==> src/rtl/tff_mod_counter.sv <==
// ----------------------------------------------------------------------------
// tff_mod_counter
//
// Synchronous modulo-MOD up/down counter placed directly upstream of the
// T flip-flop divider chain. The next count is formed with toggle-enable
// logic per bit (bit i toggles when every lower bit is 1 counting up, or 0
// counting down). A wrap correction replaces the T result at terminal count
// so the sequence stays inside 0..MOD-1.
//
// A registered toggle_out flips on every terminal event and drives the t
// input of the next divider stage. In continuous counting it therefore has
// a period of 2*MOD clocks. In one-shot mode the counter wraps once more and
// then parks in DONE until a parallel load restarts it.
//
// Parameters: WIDTH sets the counter width in bits; the modulus parameter
// must satisfy 2 <= modulus <= 2**WIDTH, and the count runs from zero up to
// one less than the modulus.
//
// Ports:
//   clk         rising-edge clock
//   rst         asynchronous, active-high reset
//   en          count enable (ignored while in DONE)
//   up          direction: 1 = up, 0 = down
//   load        synchronous parallel load of din (priority over en)
//   din         load value, saturated to MOD-1 when out of range
//   oneshot     1 = halt in DONE after the terminal wrap, 0 = wrap forever
//   count       registered count
//   tc          combinational terminal-count strobe
//   toggle_out  registered, flips on every terminal event
//   done        registered, high while parked in DONE
// ----------------------------------------------------------------------------
module tff_mod_counter #(
  parameter int WIDTH = 4,
  parameter int MOD   = 10
) (
  input  logic             clk,
  input  logic             rst,
  input  logic             en,
  input  logic             up,
  input  logic             load,
  input  logic [WIDTH-1:0] din,
  input  logic             oneshot,
  output logic [WIDTH-1:0] count,
  output logic             tc,
  output logic             toggle_out,
  output logic             done
);

  localparam logic [WIDTH-1:0] MAX_CNT = WIDTH'(MOD - 1);
  // One extra bit so MOD = 2**WIDTH can still be compared against din.
  localparam logic [WIDTH:0]   MOD_EXT = (WIDTH + 1)'(MOD);

  typedef enum logic {
    RUN  = 1'b0,
    DONE = 1'b1
  } state_e;

  state_e           state_q, state_d;
  logic [WIDTH-1:0] count_q, count_d;
  logic             toggle_q, toggle_d;

  logic [WIDTH-1:0] t_vec;      // per-bit toggle enables
  logic [WIDTH-1:0] count_t;    // T-style next count with wrap correction
  logic [WIDTH-1:0] load_val;   // din saturated into range
  logic             terminal;

  // --------------------------------------------------------------------------
  // Toggle-enable generation: carry an "all lower bits one/zero" flag up the
  // word, exactly as a ripple of T flip-flop stages would.
  // --------------------------------------------------------------------------
  always_comb begin
    logic all_one;
    logic all_zero;
    all_one  = 1'b1;
    all_zero = 1'b1;
    t_vec    = '0;
    for (int i = 0; i < WIDTH; i++) begin
      t_vec[i] = en & (up ? all_one : all_zero);
      all_one  = all_one & count_q[i];
      all_zero = all_zero & ~count_q[i];
    end
  end

  assign terminal = up ? (count_q == MAX_CNT) : (count_q == '0);

  // At terminal the raw T result would run past MOD-1 (up) or underflow to
  // all ones (down); substitute the modular wrap value instead.
  assign count_t  = terminal ? (up ? '0 : MAX_CNT) : (count_q ^ t_vec);

  assign load_val = ({1'b0, din} >= MOD_EXT) ? MAX_CNT : din;

  assign tc = en & ~load & (state_q == RUN) & terminal;

  // --------------------------------------------------------------------------
  // Next-state logic. Priority: load over counting; DONE ignores en.
  // --------------------------------------------------------------------------
  // NOTE: every always_comb output gets a default first so no path can leave
  // it unassigned and infer a latch.
  always_comb begin
    state_d  = state_q;
    count_d  = count_q;
    toggle_d = toggle_q;

    if (load) begin
      count_d = load_val;
      state_d = RUN;
    end else if (en && (state_q == RUN)) begin
      count_d = count_t;
      if (tc) begin
        toggle_d = ~toggle_q;
        if (oneshot) begin
          state_d = DONE;
        end
      end
    end
  end

  // NOTE: sequential state uses non-blocking assignments so every register
  // samples the pre-edge values regardless of statement order.
  always_ff @(posedge clk or posedge rst) begin
    if (rst) begin
      state_q  <= RUN;
      count_q  <= '0;
      toggle_q <= 1'b0;
    end else begin
      state_q  <= state_d;
      count_q  <= count_d;
      toggle_q <= toggle_d;
    end
  end

  assign count      = count_q;
  assign toggle_out = toggle_q;
  assign done       = (state_q == DONE);

endmodule

==> config.mk <==
export PLATFORM = sky130hd
export DESIGN_NAME = tff_mod_counter
export DESIGN_NICKNAME = d
export VERILOG_FILES = /design/src/rtl/tff_mod_counter.sv
export SDC_FILE = /design/constraint.sdc
export NUM_CORES = 1
export LEC_CHECK = 0
export ABC_AREA = 1
export CORE_AREA = 2 2 39 41
export DETAILED_ROUTE_END_ITERATION = 7
export DIE_AREA = 0 0 41 43
export PLACE_DENSITY = 0.71
export SYNTH_ARGS = -nofsm -noshare
export SYNTH_HDL_FRONTEND = slang
export SYNTH_SLANG_ARGS = --single-unit
export TNS_END_PERCENT = 5
==> constraint.sdc <==
create_clock -name clk -period 1.4 [get_ports clk]
set_input_delay 0.21 -clock clk [delete_from_list [all_inputs] [get_ports clk]]
set_output_delay 0.21 -clock clk [all_outputs]
set_load 0.01 [all_outputs]
==> metrics, run 1 <==
synthesized area per cell 6.36 sq um; IO Count 17; largest net degree at the start of global routing 7; CTS Buf Count 3; CP max FO 3; Finish-stage setup viols 1; post-route minimum period 1.52 ns; Slew HR 82.6%; CP endpoint kind output pin; post-detail-place hpwl 1.05 mm; vias per cell 4.81; Area Overhead vs Synth 80.1%; first-pass GRT wire length 2.53 mm; first-pass detailed-route iteration total 4; max frequency 659 MHz; Final #Nets 126; Die ar. 0.00176 sq mm; DRT iter0 DRCs 13; RR Startpoint count[3]; register area 151 sq um; total global-route track usage 21.2%; worst reg-to-reg setup slack 0.09 ns; n_diodes 0; DP Area 769 sq um; starting density of the core 34.4%; gpl congestion 0.852; WS Path Type flop to output pin; routed via count 625; max-slew violations 0; final instance area 858 sq um; clk_lat worst skew 0.26 ns; crit start category flop; WL final 1.37 mm; required time of the critical path 1.19 ns; Seq/Total Area, Yosys 31.5%; Power per Cell Area 958 mW/mm^2; R2R Path End count[0]; CTS H-Tree Depth 1; dpl cells 122; violated checks setup timing; Core ar. 0.00138 sq mm; CTS tree built; clock-pin slew on the worst setup and hold paths 0.05 ns; FP Rows 14; # Max-Cap Violations 0; Cells after Synth 75; VDD IR-drop max 516 uV; worst setup margin -0.118 ns; Min-Delay Path Class input pin to asynchronous set/reset pin; multi-input logic area 303 sq um; drt drc 0; clk sink count 6; total gr overflow 0; hold buffer count at cts 0; status complete, but fails checks; most frequent cells in the layout nand2_1, buf_4, inv_1, clkdlybuf4s50_1, nand3_1; maximum buffer depth of the clock tree 2; Post-DRT Antenna Nets 0; crit path DAT 1.31 ns; CTS Root Cell clkbuf_4; Final Power 822 uW; final period utilization 108%; Syn Nets 85; Syn. warnings 0; distinct cell type count after synthesis 17; filler cell count 127; RSZ-0062 raised after global routing true; Worst Max-Slew Pin Slew 0.260 ns; die height 43 um; fraction of layout cells with a size suffix above 1 35.1%; number of global-route vias before repair 624; #FFs+latches synth 6; P_leak 0.000458 uW; Post-Syn Area 477 sq um; most common cell after layout, fill and taps aside nand2_1; Final Skew 0.00457 ns; Layout Cells excl Fill 130; hold violation total from the final report 0; die width 41 um; wire length per cell 10.5 um; setup TNS -0.118 ns; Reg2Reg Depth 8; worst hold margin 0.172 ns; initial antenna violation count 0; Port Buffers 16; Crit. Startpoint count[1]
==> per-layer routing <==
layer / track usage [%] / vias to the layer above / routed length (um)
met5: 0 / - / 0
met4: 11.3 / 0 / 29
li1: - / 319 / -
met2: 32.5 / 16 / 722
met1: 26.2 / 285 / 554
met3: 4.71 / 5 / 62
==> power breakdown <==
group | total, uW | switching (uW) | internal, uW
Sequential | 243 | 33.1 | 210
Combinational | 401 | 185 | 216
Clock | 178 | 79.5 | 98.1
==> Yosys cell counts <==
cell type / instances / area [sq um]
inv_1: 12 / 45.0
a21oi_1: 4 / 20.0
nor2_1: 6 / 22.5
nand3_1: 8 / 40.0
nor3_1: 1 / 5.00
dfrtp_1: 6 / 150
nand2_1: 21 / 78.8
nand4_2: 2 / 25.0
inv_2: 3 / 11.3
nand2_2: 1 / 6.26
xnor2_1: 2 / 17.5
o22ai_1: 1 / 6.26
o21ai_0: 2 / 10.0
nand4_1: 1 / 6.26
nor2_2: 3 / 18.8
a21oi_2: 1 / 8.76
o21ai_1: 1 / 5.00
==> state kept, by name, indices dropped and copies added, names as in the netlist <==
name / flops
done: 1
count: 4
toggle_out: 1
==> worst max-delay path, stage by stage (launching register included) <==
cell and delay, ns:
dfrtp_1 0.43, nor2_2 0.15, nand4_2 0.12, nand2_2 0.11, nand4_4 0.08, inv_2 0.07
buf_6 0.09
==> how the worst max path moves through the flow <==
| stage | to | slack (ns) | cells past startpoint |
|---|---|---|---|
| after floorplan | tc | 0.19 | 5 |
| after global placement | tc | -0.54 | 8 |
| after detailed placement | tc | -0.58 | 8 |
| after CTS | tc | -0.08 | 6 |
| after global routing | tc | -0.18 | 6 |
| final | tc | -0.12 | 6 |
==> cell families after synthesis <==
group,Yosys count,synth area share [%]
buf+inv,15,11.8
xor+xnor,2,3.68
compound gates,9,10.5
simple gates,43,42.5
flops,6,31.5
==> what timing repair did <==
item / CTS / global route
setup buffers: 4 / 1
resized for setup: 14 / 6
setup endpoints to repair: 5 / 3
pin swaps: 4 / 2
==> stage by stage <==
step | worst slack, ns | utilization [%]
2_1_floorplan | 0.186 | -
3_3_place_gp | -0.540 | 55.6
3_5_place_dp | -0.584 | 55.6
4_1_cts | -0.0844 | 59.9
5_1_grt | -0.176 | 62.0
6_report | -0.118 | 62.0
==> final cells by class <==
cell class | count | share of cell area (%)
clock buffer | 3 | 2.62
inverter | 15 | 6.56
multi-input combinational | 54 | 35.3
sequential | 6 | 17.6
tap | 16 | 2.33
timing repair buffer | 36 | 35.6
(Power assumes the default switching activity.)
==> run 2: changes to the inputs <==
--- a/config.mk
+++ b/config.mk
@@ -9,6 +9,7 @@
 export CORE_AREA = 2 2 39 41
 export DETAILED_ROUTE_END_ITERATION = 7
 export DIE_AREA = 0 0 41 43
+export GPL_TIMING_DRIVEN = 1
 export PLACE_DENSITY = 0.71
 export SYNTH_ARGS = -nofsm -noshare
 export SYNTH_HDL_FRONTEND = slang
==> results of run 2 <==
Same layout as run 1: the final DEF is identical, and so are final timing and power.
